File: src/rtl/cpu_mem_if.sv
// Data-bus port of the memory stage: one outstanding word access, req held until a one-cycle ack.
interface cpu_mem_if;
    logic        d_req;
    logic        d_rw;
    logic [31:0] d_addr;
    logic [31:0] d_wdata;
    logic [31:0] d_rdata;
    logic        d_ack;

    modport master (output d_req, d_rw, d_addr, d_wdata, input d_rdata, d_ack);
    modport slave  (input d_req, d_rw, d_addr, d_wdata, output d_rdata, d_ack);
endinterface

File: src/rtl/cpu_mem.sv
// Memory-access pipeline stage: word loads/stores over the req/ack bus, upstream stall while
// an access is outstanding, misalignment and bus-timeout faults, registered write-back controls.
module cpu_mem #(
    parameter int TIMEOUT = 16
) (
    input  logic             clk,
    input  logic             rst,
    input  logic             ex_c_rfw,
    input  logic [1:0]       ex_c_wbsource,
    input  logic             ex_c_drw,
    input  logic [31:0]      ex_alu_r,
    input  logic [31:0]      ex_rfb,
    input  logic [4:0]       ex_rf_waddr,
    input  logic [31:0]      ex_jalra,
    cpu_mem_if.master        dbus,
    output logic             stall,
    output logic             p_c_rfw,
    output logic [4:0]       p_rf_waddr,
    output logic [31:0]      p_wb_data,
    output logic             p_err,
    output logic [31:0]      p_err_addr
);
    typedef enum logic {S_IDLE, S_WAIT} state_t;

    localparam logic [7:0] CNT_LAST = 8'(TIMEOUT - 1);

    state_t      state_q, state_d;
    logic [7:0]  cnt_q, cnt_d;
    logic        d_req_q, d_req_d;
    logic        d_rw_q, d_rw_d;
    logic [31:0] d_addr_q, d_addr_d;
    logic [31:0] d_wdata_q, d_wdata_d;
    logic        p_c_rfw_q, p_c_rfw_d;
    logic [4:0]  p_rf_waddr_q, p_rf_waddr_d;
    logic [31:0] p_wb_data_q, p_wb_data_d;
    logic        p_err_q, p_err_d;
    logic [31:0] p_err_addr_q, p_err_addr_d;

    logic memop, aligned, cnt_last;

    assign memop    = ex_c_drw | (ex_c_wbsource == 2'd1);
    assign aligned  = (ex_alu_r[1:0] == 2'b00);
    assign cnt_last = (cnt_q == CNT_LAST);

    always_ff @(posedge clk) begin
        if (rst) begin
            state_q      <= S_IDLE;
            cnt_q        <= '0;
            d_req_q      <= 1'b0;
            d_rw_q       <= 1'b0;
            d_addr_q     <= '0;
            d_wdata_q    <= '0;
            p_c_rfw_q    <= 1'b0;
            p_rf_waddr_q <= '0;
            p_wb_data_q  <= '0;
            p_err_q      <= 1'b0;
            p_err_addr_q <= '0;
        end else begin
            state_q      <= state_d;
            cnt_q        <= cnt_d;
            d_req_q      <= d_req_d;
            d_rw_q       <= d_rw_d;
            d_addr_q     <= d_addr_d;
            d_wdata_q    <= d_wdata_d;
            p_c_rfw_q    <= p_c_rfw_d;
            p_rf_waddr_q <= p_rf_waddr_d;
            p_wb_data_q  <= p_wb_data_d;
            p_err_q      <= p_err_d;
            p_err_addr_q <= p_err_addr_d;
        end
    end

    always_comb begin
        state_d = state_q;
        case (state_q)
            S_IDLE:  if (memop && aligned) state_d = S_WAIT;
            S_WAIT:  if (dbus.d_ack || cnt_last) state_d = S_IDLE;
            default: state_d = S_IDLE;
        endcase
    end

    // Write-back controls default to a bubble; only a plain op or a load ack writes the RF.
    always_comb begin
        stall        = 1'b0;
        cnt_d        = cnt_q;
        d_req_d      = d_req_q;
        d_rw_d       = d_rw_q;
        d_addr_d     = d_addr_q;
        d_wdata_d    = d_wdata_q;
        p_c_rfw_d    = 1'b0;
        p_rf_waddr_d = p_rf_waddr_q;
        p_wb_data_d  = p_wb_data_q;
        p_err_d      = 1'b0;
        p_err_addr_d = p_err_addr_q;
        case (state_q)
            S_IDLE: begin
                if (!memop) begin
                    p_c_rfw_d    = ex_c_rfw;
                    p_rf_waddr_d = ex_rf_waddr;
                    case (ex_c_wbsource)
                        2'd0:    p_wb_data_d = ex_alu_r;
                        2'd2:    p_wb_data_d = ex_jalra;
                        default: p_wb_data_d = 32'd0;
                    endcase
                end else if (!aligned) begin
                    p_err_d      = 1'b1;
                    p_err_addr_d = ex_alu_r;
                end else begin
                    stall     = 1'b1;
                    d_req_d   = 1'b1;
                    d_rw_d    = ex_c_drw;
                    d_addr_d  = ex_alu_r;
                    d_wdata_d = ex_rfb;
                    cnt_d     = '0;
                end
            end
            S_WAIT: begin
                stall = !dbus.d_ack && !cnt_last;
                // An ack landing on the last permitted cycle still completes the access.
                if (dbus.d_ack) begin
                    d_req_d = 1'b0;
                    if (!d_rw_q) begin
                        p_wb_data_d  = dbus.d_rdata;
                        p_c_rfw_d    = ex_c_rfw;
                        p_rf_waddr_d = ex_rf_waddr;
                    end
                end else if (cnt_last) begin
                    d_req_d      = 1'b0;
                    p_err_d      = 1'b1;
                    p_err_addr_d = d_addr_q;
                end else begin
                    cnt_d = cnt_q + 8'd1;
                end
            end
            default: ;
        endcase
    end

    assign dbus.d_req    = d_req_q;
    assign dbus.d_rw     = d_rw_q;
    assign dbus.d_addr   = d_addr_q;
    assign dbus.d_wdata  = d_wdata_q;
    assign p_c_rfw       = p_c_rfw_q;
    assign p_rf_waddr    = p_rf_waddr_q;
    assign p_wb_data     = p_wb_data_q;
    assign p_err         = p_err_q;
    assign p_err_addr    = p_err_addr_q;
endmodule
File: src/flat_wrapper.sv
// flat-port wrapper written by rule: the top's interface ports become plain ports
module cpu_mem_flat 
#(
    parameter int TIMEOUT = 16
)
  (clk, rst, ex_c_rfw, ex_c_wbsource, ex_c_drw, ex_alu_r, ex_rfb, ex_rf_waddr, ex_jalra, stall, p_c_rfw, p_rf_waddr, p_wb_data, p_err, p_err_addr, dbus_d_req, dbus_d_rw, dbus_d_addr, dbus_d_wdata, dbus_d_rdata, dbus_d_ack);
  cpu_mem_if dbus_i ();
  input  logic clk;
  input  logic rst;
  input  logic ex_c_rfw;
  input  logic [1:0] ex_c_wbsource;
  input  logic ex_c_drw;
  input  logic [31:0] ex_alu_r;
  input  logic [31:0] ex_rfb;
  input  logic [4:0] ex_rf_waddr;
  input  logic [31:0] ex_jalra;
  output logic stall;
  output logic p_c_rfw;
  output logic [4:0] p_rf_waddr;
  output logic [31:0] p_wb_data;
  output logic p_err;
  output logic [31:0] p_err_addr;
  output wire logic [$bits(dbus_i.d_req)-1:0] dbus_d_req;
  output wire logic [$bits(dbus_i.d_rw)-1:0] dbus_d_rw;
  output wire logic [$bits(dbus_i.d_addr)-1:0] dbus_d_addr;
  output wire logic [$bits(dbus_i.d_wdata)-1:0] dbus_d_wdata;
  input wire logic [$bits(dbus_i.d_rdata)-1:0] dbus_d_rdata;
  input wire logic [$bits(dbus_i.d_ack)-1:0] dbus_d_ack;
  assign dbus_d_req = dbus_i.d_req;
  assign dbus_d_rw = dbus_i.d_rw;
  assign dbus_d_addr = dbus_i.d_addr;
  assign dbus_d_wdata = dbus_i.d_wdata;
  assign dbus_i.d_rdata = dbus_d_rdata;
  assign dbus_i.d_ack = dbus_d_ack;
  cpu_mem #(.TIMEOUT(TIMEOUT)) u_core (.clk(clk), .rst(rst), .ex_c_rfw(ex_c_rfw), .ex_c_wbsource(ex_c_wbsource), .ex_c_drw(ex_c_drw), .ex_alu_r(ex_alu_r), .ex_rfb(ex_rfb), .ex_rf_waddr(ex_rf_waddr), .ex_jalra(ex_jalra), .dbus(dbus_i), .stall(stall), .p_c_rfw(p_c_rfw), .p_rf_waddr(p_rf_waddr), .p_wb_data(p_wb_data), .p_err(p_err), .p_err_addr(p_err_addr));
endmodule
File: config.mk
export PLATFORM = sky130hd
export DESIGN_NAME = cpu_mem_flat
export DESIGN_NICKNAME = d
export VERILOG_FILES = /design/src/rtl/cpu_mem_if.sv /design/src/rtl/cpu_mem.sv /design/src/flat_wrapper.sv
export SDC_FILE = /design/constraint.sdc
export NUM_CORES = 1
export LEC_CHECK = 0
export ABC_AREA = 1
export CORE_ASPECT_RATIO = 0.7
export CORE_UTILIZATION = 25
export CTS_CLUSTER_DIAMETER = 50
export DETAILED_ROUTE_END_ITERATION = 6
export SKIP_LAST_GASP = 1
export SYNTH_ARGS = -nofsm -noshare
export SYNTH_HDL_FRONTEND = slang
export SYNTH_SLANG_ARGS = --single-unit
File: constraint.sdc
create_clock -name clk -period 2.1 [get_ports clk]
set_clock_uncertainty 0.2 [all_clocks]
set_input_delay 0.21 -clock clk [delete_from_list [all_inputs] [get_ports clk]]
set_output_delay 0.21 -clock clk [all_outputs]
set_load 0.005 [all_outputs]
Yosys cells after proc, flatten, opt, wreduce, memory -nomap -nowiden:

Index checks and enable logic that the tools add are counted.

* muxes and demuxes: 39
* add/subtract/negate cells: 1
* eq/ne operators: 13
* bitwise operators: 2
* reductions and logical operators: 12

Operators by type and width (number)
* 32-bit two-way mux: 7
* 32-bit case mux with 2 select lines: 3
* 8-bit two-way mux: 4
* 8-bit case mux with 2 select lines: 1
* 1-bit two-way mux: 15
* 5-bit two-way mux: 3
* 2-bit inequality test, second input constant: 7
* 1-bit case mux with 2 select lines: 5
* 5-bit case mux with 2 select lines: 1
* 3-bit AND reduction: 3
* 8-bit by 1-bit adder with 8-bit output, second input constant: 1
* 8-bit by 4-bit == test with 1-bit output, second input constant: 1
* 4-bit AND reduction: 2
* 2-bit logical NOT: 2
* 2-bit by 1-bit inequality test with 1-bit output, second input constant: 2
* 3-bit inequality test, second input constant: 1
* 2-bit by 1-bit == test with 1-bit output, second input constant: 1
* 2-bit == test, second input constant: 1
* 1-bit logical AND: 2
* 1-bit logical NOT: 2
* 1-bit logical OR: 1
* 1-bit inverter: 1
* 1-bit bitwise OR: 1

* output and inout port bits: 138
* word-level logic and storage cells: 78
* input port bits: 140
* bits in registers: 146

Logic depth before layout (Yosys ltp):

* depth after elaboration: 5
* mapped depth: 10
* depth with buffers taken out: 9

Worst setup path after synthesis:

OpenSTA, ideal clock, no wires.

* path kind: reg2reg
* start point: reg u_core.cnt_q[0]
* end point: reg u_core.cnt_q[1]
* arrival: 1297 ps
* library setup time: 118 ps
* slack: 485 ps
* period minus slack after synthesis: 1615 ps
* stages on the path, launching flop included: 8
* required time: 1782 ps
* path buffers: 1
* cell sequence: dfxtp_1 > ha_1 > nand3_2 > o21bai_4 > nand2_2 > buf_6 > o21ai_0 > nor2_1

* cells in the longest elaborated chain, start to end: 4
* elaborated cells on any way between the ends: 7
* classes of those cells: 1 x add/sub; 2 x eq/ne; 3 x mux; 1 x reduce/logical

RTL lines
* start: declaration: line cpu_mem.sv:28 `logic [7:0] cnt_q, cnt_d;`
* start signal: assignment: line cpu_mem.sv:60 `cnt_q <= cnt_d;`
* 8-bit by 1-bit adder with 8-bit output: line cpu_mem.sv:132 `cnt_d = cnt_q + 8'd1;`
* 8-bit two-way mux: line cpu_mem.sv:127 `end else if (cnt_last) begin`
* 8-bit two-way mux: line cpu_mem.sv:120 `if (dbus.d_ack) begin`
* 8-bit case mux with 2 select lines: line cpu_mem.sv:95 `case (state_q)`

Several ways; a longest one is shown, not always the timed one. The select of a mux whose other input is x is not followed.
A chain may end at the register's enable or synchronous reset.

Final worst setup path:

* start point: reg u_core.cnt_q[0]
* end point: out stall

* cells in the longest elaborated chain, start to end: 4

RTL lines
* 8-bit by 4-bit == test with 1-bit output: line cpu_mem.sv:43 `assign cnt_last = (cnt_q == CNT_LAST);`
* 1-bit logical NOT: line cpu_mem.sv:118 `stall = !dbus.d_ack && !cnt_last;`
* 1-bit logical AND: line cpu_mem.sv:118
* 1-bit case mux with 2 select lines: line cpu_mem.sv:95
* end: declaration: line flat_wrapper.sv:17 `output logic stall;`

Every way passes these cells.

==> flow_summary.toml <==
[layout]
area_delta_synth_final_pct = 58.9
drive_gt1_share_pct = 6.42
fin_area_mm2 = 0.0102
nets = 1298
antenna_cells = 0
register_area_mm2 = 0.00293
nFillCells = 2558
utilization_pct = 40.9
final_common_cell = "clkdlybuf4s50_1"
multi_input_area_mm2 = 0.00295
final_cell_mix = "clkdlybuf4s50_1 (275), nand2_1 (252), dfxtp_1 (143)"

[clock_network]
cts_root_buf = "clkbuf_16"
clk_latency_ns = 0.43
tritoncts = "done"
cts_buffer_depth = 2
htree_levels = 4
clk_pin_slew_worst_paths_ns = 0.07
cts_inserted_buffers = 17
hold_buffers = 0
clock_sinks = 146
post_cts_buffers = 0

[route]
vias = 6874
via_per_inst = 4.60
wl_um = 25200
firstDrtPassIters = 7
wire_per_inst_um = 16.9
ant_nets = 0
drt-initial-drc-count = 484
drc = 7

[timing]
finalSetupTns_ns = 0
hold_violations = 0
fin_crit_sh_pct = 95.4
worst_pin_slew_ns = 0.516
slew_violations = 0
fmax_ghz = 0.499
whs_ns = 0.129
rsz0062_at_grt = "false"
slew_headroom_pct = 65.6
finalSetupViolCount = 0
finalCriticalPeriod_ns = 2.00

[grt]
track_usage_pct = 19.0
grt_max_degree = 100
grt-ovfl-total = 0
grt_pass1_vias = 6397
grt_pass1_wl_um = 38000
antenna_found_initial = 0

[place]
numPortBuffers = 277
place_hpwl_um = 18300
dpl-instance-area_mm2 = 0.00953
gp_congestion = 0.863

[logic_synthesis]
synth_area_leader_cell = "dfxtp_1"
yosysWarningCount = 0
synth_cell_types = 25
yosysSeqAreaShare_pct = 45.5
syn_area_per_cell_um2 = 7.08
synthMuxAreaShare_pct = 0
synth-simple-area-share_pct = 28.0
synth_xor_area_share_pct = 0
synth_fa_ha_area_share_pct = 0.195
synth.cell_area_mm2 = 0.00642
syn_inst = 907
synth-seq-cells = 146
netlist_top_cells_area = "dfxtp_1 (46%), nand2_1 (15%), a21oi_1 (11%)"
synth_top_family_by_area = "simple AND/OR/NAND/NOR gates"
synth_compound_area_share_pct = 17.1
syn_nets = 1048
synth_top_area_share_pct = 45.5

[critical_path]
r2r_start = "u_core.state_q"
path_cells = "ha_4, nand3_4, o21bai_4, nand2_2, dlygate4sd2_1"
critical_path_required_ns = 1.69
critical_path.max_stage_delay_ns = 0.37
crit_slowest_cell = "dfxtp_2"
endpoint_kind = "primary output"
startpoint_type = "flip-flop"
path_depth = 5
critical_path_class = "reg -> out"
cp_data_arrival_time_ns = 1.59
r2r_end = "u_core.p_err_addr[1]"
timing.critical_path.max_delay_family = "flip-flops"
critPathCapture = "stall"
startpoint = "u_core.cnt_q[0]"
path_max_fanout = 4
critPathBufInv = 1
r2r_cells = 5
reg2reg_slack_ns = 0.15

[floorplanning]
start_util_pct = 25.7
row_count = 48
die_h_um = 136
die_x_um = 193
core_mm2 = 0.0249
dieArea_mm2 = 0.0263
num_io_pins = 278

[run]
drv_cap = 0

[power]
leakage_nw = 3.84
powerDensity_mw_per_mm2 = 761
vdd_drop_max_v = 0.000570

[outcome]
status = "complete, but fails checks"
violations = "design-rule violations"

[worst_hold_path]
hold_class = "in -> reg"
-- registers in the layout, summed over array words and instances, names as in the netlist --
| name | flops |
|---|---|
| u_core.dbus.d_addr | 32 |
| u_core.p_rf_waddr | 5 |
| u_core.cnt_q | 8 |
| u_core.dbus.d_req | 1 |
| u_core.p_c_rfw | 1 |
| u_core.dbus.d_rw | 1 |
| u_core.p_err_addr | 32 |
| u_core.state_q | 1 |
| u_core.dbus.d_wdata | 32 |
| u_core.p_err | 1 |
| u_core.p_wb_data | 32 |
-- layout make-up --
class / count / share of cell area [%]
Clock inverter: 13 / 2.05
Timing Repair Buffer: 303 / 30.3
Tap cell: 325 / 3.99
Sequential cell: 146 / 28.7
Clock buffer: 18 / 4.31
Multi-Input combinational cell: 641 / 28.9
Inverter: 48 / 1.79
-- synthesized netlist by cell type, drive strengths merged --
library cell / instances
o21bai: 2
o21ai: 71
a21boi: 2
nor2: 35
nor3: 1
a21oi: 137
dfxtp: 146
clkinv: 1
nand3: 134
nand2: 256
buf: 49
o21a: 1
ha: 1
a22oi: 1
inv: 47
clkbuf: 23
-- what timing repair did --
action                     4_1_cts  5_1_grt
hold endpoints to repair         0        0
setup endpoints to repair        1        1
gates resized for setup          3        3
-- cell families (layout without fill, tap and decap cells) --
kind of cell             count (synthesis)  after routing
flip-flops                             146            146
AO/OA/AOI/OAI                          214            214
adder cells (fa/ha/maj)                  1              1
AND/OR/NAND/NOR                        426            426
buffers and inverters                  120            382
-- power breakdown --
| group | total (W) | internal (W) | switching (W) | leakage [nW] |
|---|---|---|---|---|
| Clock | 0.00343 | 0.00214 | 0.00129 | 0.308 |
| Combinational | 0.00132 | 0.000701 | 0.000618 | 2.33 |
| Sequential | 0.00302 | 0.00293 | 0.0000873 | 1.19 |
| Total | 0.00776 | 0.00577 | 0.00199 | 3.84 |
-- worst min-delay path: cells and delay by family --
family	cells	cell delay [ns]
buf+inv	1	0.39
simple gates	1	0.06
compound gates	1	0.05
-- routing by layer --
layer | vias to the layer above | global-route usage (%) | routed length (um)
met2 | 217 | 26.3 | 10200
met4 | 0 | 4.89 | 231
met1 | 3159 | 28.5 | 13000
met5 | - | 0 | 0
li1 | 3482 | - | -
met3 | 16 | 4.74 | 1740
-- how the worst min path moves through the flow --
stage,slack [ns],startpoint,end,depth (start not counted)
2_1_floorplan,0.14,ex_c_rfw,u_core.p_c_rfw,2
3_3_place_gp,0.25,u_core.dbus.d_addr[28],u_core.dbus.d_addr[28],2
3_5_place_dp,0.26,u_core.p_wb_data[18],u_core.p_wb_data[18],2
4_1_cts,0.11,ex_rfb[13],u_core.dbus.d_wdata[13],3
5_1_grt,0.13,ex_rfb[13],u_core.dbus.d_wdata[13],3
6_report,0.13,ex_rfb[13],u_core.dbus.d_wdata[13],3
-- through the flow --
step / std cells / setup slack (ns) / total power [W]
floorplan: 907 / 0.485 / 0.00359
global placement: 1463 / 0.0304 / 0.00439
detailed placement: 1463 / 0.0265 / 0.00440
CTS: 1494 / 0.0223 / 0.00785
global route: 1494 / 0.0241 / 0.00810
finish: 1494 / 0.0970 / 0.00776
No activity file was read; power rests on OpenSTA's default activity.
